$ cat config.mk
export PLATFORM = sky130hd
export DESIGN_NAME = prog_timer
export DESIGN_NICKNAME = d
export VERILOG_FILES = /design/src/rtl/timer_pkg.sv /design/src/rtl/timer_prescaler.sv /design/src/rtl/prog_timer.sv
export SDC_FILE = /design/constraint.sdc
export NUM_CORES = 1
export LEC_CHECK = 0
export BUFFER_PORTS_ARGS = -buffer_cell sky130_fd_sc_hd__buf_2
export CORE_AREA = 5 5 57 79
export DETAILED_ROUTE_END_ITERATION = 8
export DIE_AREA = 0 0 62 84
export PLACE_DENSITY_LB_ADDON = 0.3
export SYNTH_ARGS = -nofsm -noshare
export SYNTH_HDL_FRONTEND = slang
export SYNTH_SLANG_ARGS = --single-unit
$ cat constraint.sdc
create_clock -name clk -period 5.26 [get_ports clk]
set_clock_uncertainty 0.1 [all_clocks]
set_input_delay 0.263 -clock clk [delete_from_list [all_inputs] [get_ports clk]]
set_output_delay 0.263 -clock clk [all_outputs]
set_load 0.01 [all_outputs]
$ cat src/rtl/timer_pkg.sv
// Shared types and defaults for the programmable timer.
package timer_pkg;

  typedef enum logic {
    IDLE = 1'b0,
    RUN  = 1'b1
  } state_t;

  localparam logic MODE_ONESHOT  = 1'b0;
  localparam logic MODE_PERIODIC = 1'b1;

  localparam int DEF_WIDTH    = 16;
  localparam int DEF_PS_WIDTH = 8;

endpackage

$ cat src/rtl/timer_prescaler.sv
// Tick divider: one tick every div+1 clocks, restarted by clear.
module timer_prescaler
  import timer_pkg::*;
#(
  parameter int PS_WIDTH = DEF_PS_WIDTH
) (
  input  logic                clk,
  input  logic                reset,
  input  logic                clear,
  input  logic [PS_WIDTH-1:0] div,
  output logic                tick
);

  logic [PS_WIDTH-1:0] cnt_q;

  assign tick = (cnt_q == div);

  always_ff @(posedge clk) begin
    if (reset || clear || tick) begin
      cnt_q <= '0;
    end else begin
      cnt_q <= cnt_q + 1'b1;
    end
  end

endmodule

$ cat src/rtl/prog_timer.sv
// Programmable down-counting timer, one-shot or periodic.
// Optional tick prescaler enabled by TIMER_PRESCALER_EN.
module prog_timer
  import timer_pkg::*;
#(
  parameter int WIDTH    = DEF_WIDTH,
  parameter int PS_WIDTH = DEF_PS_WIDTH
) (
  input  logic                clk,
  input  logic                reset,
  input  logic [WIDTH-1:0]    load_val,
  input  logic                periodic,
  input  logic                start,
  input  logic                stop,
`ifdef TIMER_PRESCALER_EN
  input  logic [PS_WIDTH-1:0] prescale,
`endif
  output logic                out,
  output logic                busy,
  output logic [WIDTH-1:0]    count
);

  state_t           state_q, state_d;
  logic [WIDTH-1:0] count_q, count_d;
  logic [WIDTH-1:0] lval_q, lval_d;
  logic             mode_q, mode_d;
  logic             out_q, out_d;
  logic             tick;
  logic             kill, accept, adv, clear;

  // Mutually exclusive actions; stop outranks start and expiry.
  assign kill   = stop | (start & ~|load_val);
  assign accept = start & ~stop & |load_val;
  assign adv    = (state_q == RUN) & tick & ~start & ~stop;
  assign clear  = kill | accept;

`ifdef TIMER_PRESCALER_EN
  logic [PS_WIDTH-1:0] ps_q;

  always_ff @(posedge clk) begin
    if (reset) begin
      ps_q <= '0;
    end else if (accept) begin
      ps_q <= prescale;
    end
  end

  timer_prescaler #(
    .PS_WIDTH(PS_WIDTH)
  ) u_pre (
    .clk  (clk),
    .reset(reset),
    .clear(clear),
    .div  (ps_q),
    .tick (tick)
  );
`else
  assign tick = 1'b1;
`endif

  always_comb begin
    state_d = state_q;
    count_d = count_q;
    lval_d  = lval_q;
    mode_d  = mode_q;
    out_d   = 1'b0;
    unique case (1'b1)
      kill: begin
        state_d = IDLE;
        count_d = '0;
      end
      accept: begin
        state_d = RUN;
        count_d = load_val;
        lval_d  = load_val;
        mode_d  = periodic;
      end
      adv: begin
        if (count_q > WIDTH'(1)) begin
          count_d = count_q - 1'b1;
        end else begin
          out_d = 1'b1;
          if (mode_q == MODE_PERIODIC) begin
            count_d = lval_q;
          end else begin
            count_d = '0;
            state_d = IDLE;
          end
        end
      end
      default: ;
    endcase
  end

  always_ff @(posedge clk) begin
    if (reset) begin
      state_q <= IDLE;
      count_q <= '0;
      lval_q  <= '0;
      mode_q  <= MODE_ONESHOT;
      out_q   <= 1'b0;
    end else begin
      state_q <= state_d;
      count_q <= count_d;
      lval_q  <= lval_d;
      mode_q  <= mode_d;
      out_q   <= out_d;
    end
  end

  assign out   = out_q;
  assign busy  = (state_q == RUN);
  assign count = count_q;

endmodule

# Word-level counts from Yosys, hierarchy flattened
# Index checks and enable logic that the tools add are counted.
dict set report word_totals {
  register_bits 35
  in_bits 21
}
dict set report op_classes {
  n_addsub 1
  n_reduce_logical 5
  bitwise 9
  eq_ne 2
  muxes 7
  order_cmp 1
}
# cell count
set op_table {}
lappend op_table {{one-hot mux 16 bit (3 select lines)} 1}
lappend op_table {{2-to-1 mux 16 bit} 2}
lappend op_table {{> comparator 16 x 1 -> 1 bit, second input constant} 1}
lappend op_table {{OR reduction 16 bit} 1}
lappend op_table {{subtractor 16 x 1 -> 16 bit, second input constant} 1}
lappend op_table {{AND 1 bit} 5}
lappend op_table {{inequality test 2 bit, second input constant} 2}
lappend op_table {{2-to-1 mux 1 bit} 3}
lappend op_table {{NOT 1 bit} 3}
lappend op_table {{one-hot mux 1 bit (3 select lines)} 1}
lappend op_table {{AND reduction 3 bit} 1}
lappend op_table {{nonzero test 3 bit} 1}
lappend op_table {{OR reduction 2 bit} 1}
lappend op_table {{zero test 1 bit} 1}
lappend op_table {{OR 1 bit} 1}

# Longest topological paths before layout
dict set report logic_depth {
  word_depth 6
  mapped_depth 8
}

# Worst setup path after synthesis
# No wires, ideal clock.
dict set report synth_path {
  path_kind {register -> register}
  start {reg count_q[2] (netlist: count[2])}
  end {reg count_q[13] (netlist: count[13])}
  path_stages_with_launch 8
  arrival_time_ns 2.247
  slack_ns 2.827
  setup_time_ns 0.086
  n_path_buf 2
  t_required_ns 5.074
  path_cell_list {dfxtp_1 or4_1 clkbuf_2 or4_1 buf_4 nor3_4 a221oi_1 a221oi_2}
}
dict set report synth_via {
  elab_chain_cells 3
}
# element line_no
set synth_rtl {}
lappend synth_rtl {{start, declared} prog_timer.sv:24} ;# logic [WIDTH-1:0] count_q, count_d;
lappend synth_rtl {{start signal, assigned} prog_timer.sv:104} ;# count_q <= count_d;
lappend synth_rtl {{subtractor 16 x 1 -> 16 bit / > comparator 16 x 1 -> 1 bit (equally long branches)} {prog_timer.sv:80, prog_timer.sv:79}}
lappend synth_rtl {{2-to-1 mux 16 bit *} prog_timer.sv:79} ;# if (count_q > WIDTH'(1)) begin
lappend synth_rtl {{one-hot mux 16 bit (3 select lines) *} prog_timer.sv:67} ;# unique case (1'b1)
# Mark *: on every way between the ends. The rest lies on a longest branch, timed or not.
# A chain may end at the register's enable or synchronous reset.

# Worst setup path in the final report
dict set report layout_path {
  start {reg count_q[4] (netlist: count[4])}
  end {reg count_q[13] (netlist: count[13])}
}
# The elaborated chain is that of the path after synthesis.

==> results.sh <==
export IMPL_ys_async_sr_fraction_pct=0
export IMPL_timing_critical_path_fanout_max=13
export IMPL_ios=39
export IMPL_internal_power_mw=0.437
export IMPL_route_vias_total=2119
export IMPL_cp_buffers_inverters=0
export IMPL_yosys_cell_types_count=53
export IMPL_layout_common_cells="46 x sky130_fd_sc_hd__nand2_1, 38 x sky130_fd_sc_hd__buf_2, 35 x sky130_fd_sc_hd__dfxtp_1"
export IMPL_cts_hold_buf=0
export IMPL_required_ns=5.37
export IMPL_gate_count_after_technology_mapping=257
export IMPL_post_synthesis_average_cell_area_sq_um=7.67
export IMPL_timing_reg2reg_worst_path_depth=5
export IMPL_power_per_cell_area_nw_per_um2=292
export IMPL_slowest_stage_cell_on_the_critical_path="sky130_fd_sc_hd__or4_1"
export IMPL_synth_edf_count=0
export IMPL_yosysSeqAreaShare_pct=35.6
export IMPL_diodes=0
export IMPL_timing_critical_path_slowest_cell_delay_ns=0.87
export IMPL_maxSlewViolCount=0
export IMPL_critical_path_startpoint="count[4]"
export IMPL_worst_ir_drop_vdd_mv=0.222
export IMPL_final_design_area_no_fill_sq_um=2230
export IMPL_crit_path_end="count[13]"
export IMPL_critical_path_depth_in_cells=5
export IMPL_grt_pass1_wl_mm=9.16
export IMPL_first_global_vias=1872
export IMPL_ys_seq_elements=35
export IMPL_place_gp_congestion=0.848
export IMPL_yosys_warnings=0
export IMPL_setup_slack_on_the_worst_flop_to_flop_path_ns=2.47
export IMPL_clock_latency_ns=0.29
export IMPL_worst_path_most_repeated_cell="sky130_fd_sc_hd__or4_1"
export IMPL_placed_cell_area_sq_um=2140
export IMPL_critical_path_reg2reg_endpoint="count[13]"
export IMPL_die_y_um=84
export IMPL_antenna_violations_before_repair=0
export IMPL_ctsHtreeMaxLevel=2
export IMPL_detail_route_antenna_nets=0
export IMPL_area_growth_synth_to_final_pct=13.3
export IMPL_worstSetupPathType="flip-flop to flip-flop"
export IMPL_dp_cells=317
export IMPL_cts_sinks=35
export IMPL_final_period_utilization_pct=53.1
export IMPL_netSwitchingFraction_pct=33.0
export IMPL_rr_startpoint="count[4]"
export IMPL_cts_path_max_buffers=2
export IMPL_outcome="complete, no violations"
export IMPL_remaining_drc_errors=0
export IMPL_post_route_min_period_ns=2.79
export IMPL_initial_core_utilization_pct=52.1
export IMPL_worst_pin_slew_ns=1.01
export IMPL_placed_wire_length_estimate_after_detailed_placement_mm=3.98
export IMPL_relSlewSlack_pct=32.8
export IMPL_crit_family="simple AND/OR/NAND/NOR gates"
export IMPL_cts_root_buffer_cell="sky130_fd_sc_hd__clkbuf_8"
export IMPL_power_frac_seq_pct=45.3
export IMPL_drt_wl_total_mm=5.90
export IMPL_post_cts_buffers=0
export IMPL_die_area_sq_um=5210
export IMPL_grt_start_max_net_pins=39
export IMPL_port_buffer_count=38
export IMPL_final_net_count=304
export IMPL_numCtsBuffers=5
export IMPL_avgViaCountPerCell=6.54
export IMPL_final_common_cell="sky130_fd_sc_hd__nand2_1"
export IMPL_unrepaired_setup_endpoints_after_global_routing="false"
export IMPL_clock_power_share_pct=30.9
export IMPL_timing_max_cap_violations=0
export IMPL_firstDrtPassIters=6
export IMPL_drive_gt1_share_pct=19.9
export IMPL_final_hold_violation_count=0
export IMPL_grt_remaining_overflow=0
export IMPL_synth_top_flop_cell="sky130_fd_sc_hd__dfxtp_1"
export IMPL_crit_arrival_ns=2.90
export IMPL_timing_critical_path_cells="or4_1 -> or4_1 -> nor4_1 -> o21ai_0 -> a221oi_2"
export IMPL_drtIter0Drc=123
export IMPL_synthesis_nets=280
export IMPL_hold_path_start="periodic"
export IMPL_worst_hold_path_type="input port to flip-flop"
export IMPL_cts_repair_resized=0
export IMPL_worst_setup_path_end_kind="flip-flop"
export IMPL_die_width_um=62
export IMPL_final_setup_violating_endpoints=0
export IMPL_core_rowCount=27
export IMPL_finish_cell_count_without_fillers=324
export IMPL_clkSlewWorstSetupHoldPaths_ns=0.07
export IMPL_route_detailed_wl_per_inst_um=18.2
export IMPL_timing_fmax_ghz=0.358
export IMPL_p_sw_mw=0.215
export IMPL_power_frac_comb_pct=23.8
export IMPL_static_leakage_power_nw=0.844
export IMPL_hold_path_depth=3
export IMPL_netlist_area_pre_place_sq_um=1970
export IMPL_setup_total_negative_slack_ns=0
export IMPL_tritoncts="built"
export IMPL_grt_total_usage_pct=23.1
export IMPL_core_area_sq_um=3780
export IMPL_layout_filler_cells=365
export IMPL_timing_critical_path_from_type="flip-flop"
cells by family (layout without fill, tap and decap cells):
group,after synthesis,in the layout,share of synthesized area (%)
simple gates,112,112,28.1
buf+inv,26,50,5.27
compound gates,78,78,28.0
flops,35,35,35.6
fa+ha+maj,2,2,1.27
xor+xnor,4,4,1.78
registers in the layout, summed over array words and instances (netlist names):
| register | cells |
|---|---|
| out | 1 |
| count | 16 |
| lval_q | 16 |
| mode_q | 1 |
| busy | 1 |
cell usage after synthesis (2+ instances only):
cell type	count	share of area [%]
sky130_fd_sc_hd__a2111oi_0	2	0.89
sky130_fd_sc_hd__a211oi_1	2	0.76
sky130_fd_sc_hd__a21oi_1	23	5.8
sky130_fd_sc_hd__a221oi_1	4	1.8
sky130_fd_sc_hd__a22oi_1	2	0.76
sky130_fd_sc_hd__a311oi_1	6	2.7
sky130_fd_sc_hd__a31oi_1	2	0.63
sky130_fd_sc_hd__and2_1	2	0.63
sky130_fd_sc_hd__and3_1	3	0.95
sky130_fd_sc_hd__clkbuf_1	20	3.8
sky130_fd_sc_hd__dfxtp_1	35	36
sky130_fd_sc_hd__ha_1	2	1.3
sky130_fd_sc_hd__inv_1	3	0.57
sky130_fd_sc_hd__nand2_1	46	8.8
sky130_fd_sc_hd__nand2b_1	3	0.95
sky130_fd_sc_hd__nand3_1	4	1.0
sky130_fd_sc_hd__nand4_1	2	0.63
sky130_fd_sc_hd__nor2_1	18	3.4
sky130_fd_sc_hd__nor3_1	11	2.8
sky130_fd_sc_hd__nor4_1	8	2.5
sky130_fd_sc_hd__o211ai_1	4	1.5
sky130_fd_sc_hd__o21ai_0	9	2.3
sky130_fd_sc_hd__o22ai_1	2	0.63
sky130_fd_sc_hd__o31a_1	4	1.8
sky130_fd_sc_hd__o31ai_1	2	0.76
sky130_fd_sc_hd__o32ai_1	2	0.89
sky130_fd_sc_hd__o41ai_1	2	0.89
sky130_fd_sc_hd__or3_1	2	0.63
sky130_fd_sc_hd__or4_1	6	2.3
sky130_fd_sc_hd__xnor2_1	2	0.89
sky130_fd_sc_hd__xor2_1	2	0.89
area by class of cell:
class	count	area, sq um	share of cell area, %
clock inverter	1	5.00	0.224
timing repair buffer	40	205	9.19
sequential	35	701	31.4
inverter	3	11.3	0.504
clock buffer	6	82.6	3.70
multi-input combinational	196	1170	52.6
tap	43	53.8	2.41
power groups by stage:
stage / clock, mW / sequential [mW] / combinational (mW)
after global routing: 0.212 / 0.297 / 0.167
after global placement: 0 / 0.300 / 0.149
after detailed placement: 0 / 0.300 / 0.149
after floorplan: 0 / 0.298 / 0.110
final: 0.201 / 0.295 / 0.155
after CTS: 0.201 / 0.294 / 0.152
metrics by stage:
| stage | worst slack (ns) | hold slack (ns) | power [mW] | utilization, % |
|---|---|---|---|---|
| after floorplan | 2.83 | 0.299 | 0.407 | - |
| after global placement | 2.59 | 0.342 | 0.449 | 56.7 |
| after detailed placement | 2.53 | 0.348 | 0.450 | 56.7 |
| after CTS | 2.50 | 0.109 | 0.647 | 59.0 |
| after global routing | 2.34 | 0.116 | 0.676 | 59.0 |
| final | 2.47 | 0.104 | 0.652 | 59.0 |
layer usage:
layer	wire length [um]	vias up	GRT usage [%]
met5	0	-	0
met4	168	0	9.27
met2	2830	92	35.9
li1	-	1006	-
met3	404	20	5.42
met1	2500	1001	29.7
worst min-delay path, cell delays in order:
cell and delay [ns]:
sky130_fd_sc_hd__buf_2 0.09, sky130_fd_sc_hd__nand2_1 0.05, sky130_fd_sc_hd__a21oi_1 0.05
worst min path at each step:
stage | to | slack [ns]
floorplan | lval_q[11] | 0.30
CTS | mode_q | 0.11
global route | mode_q | 0.12
finish | mode_q | 0.10
global placement | lval_q[7] | 0.34
detailed placement | lval_q[0] | 0.35
Power figures use the tool's default switching activity.
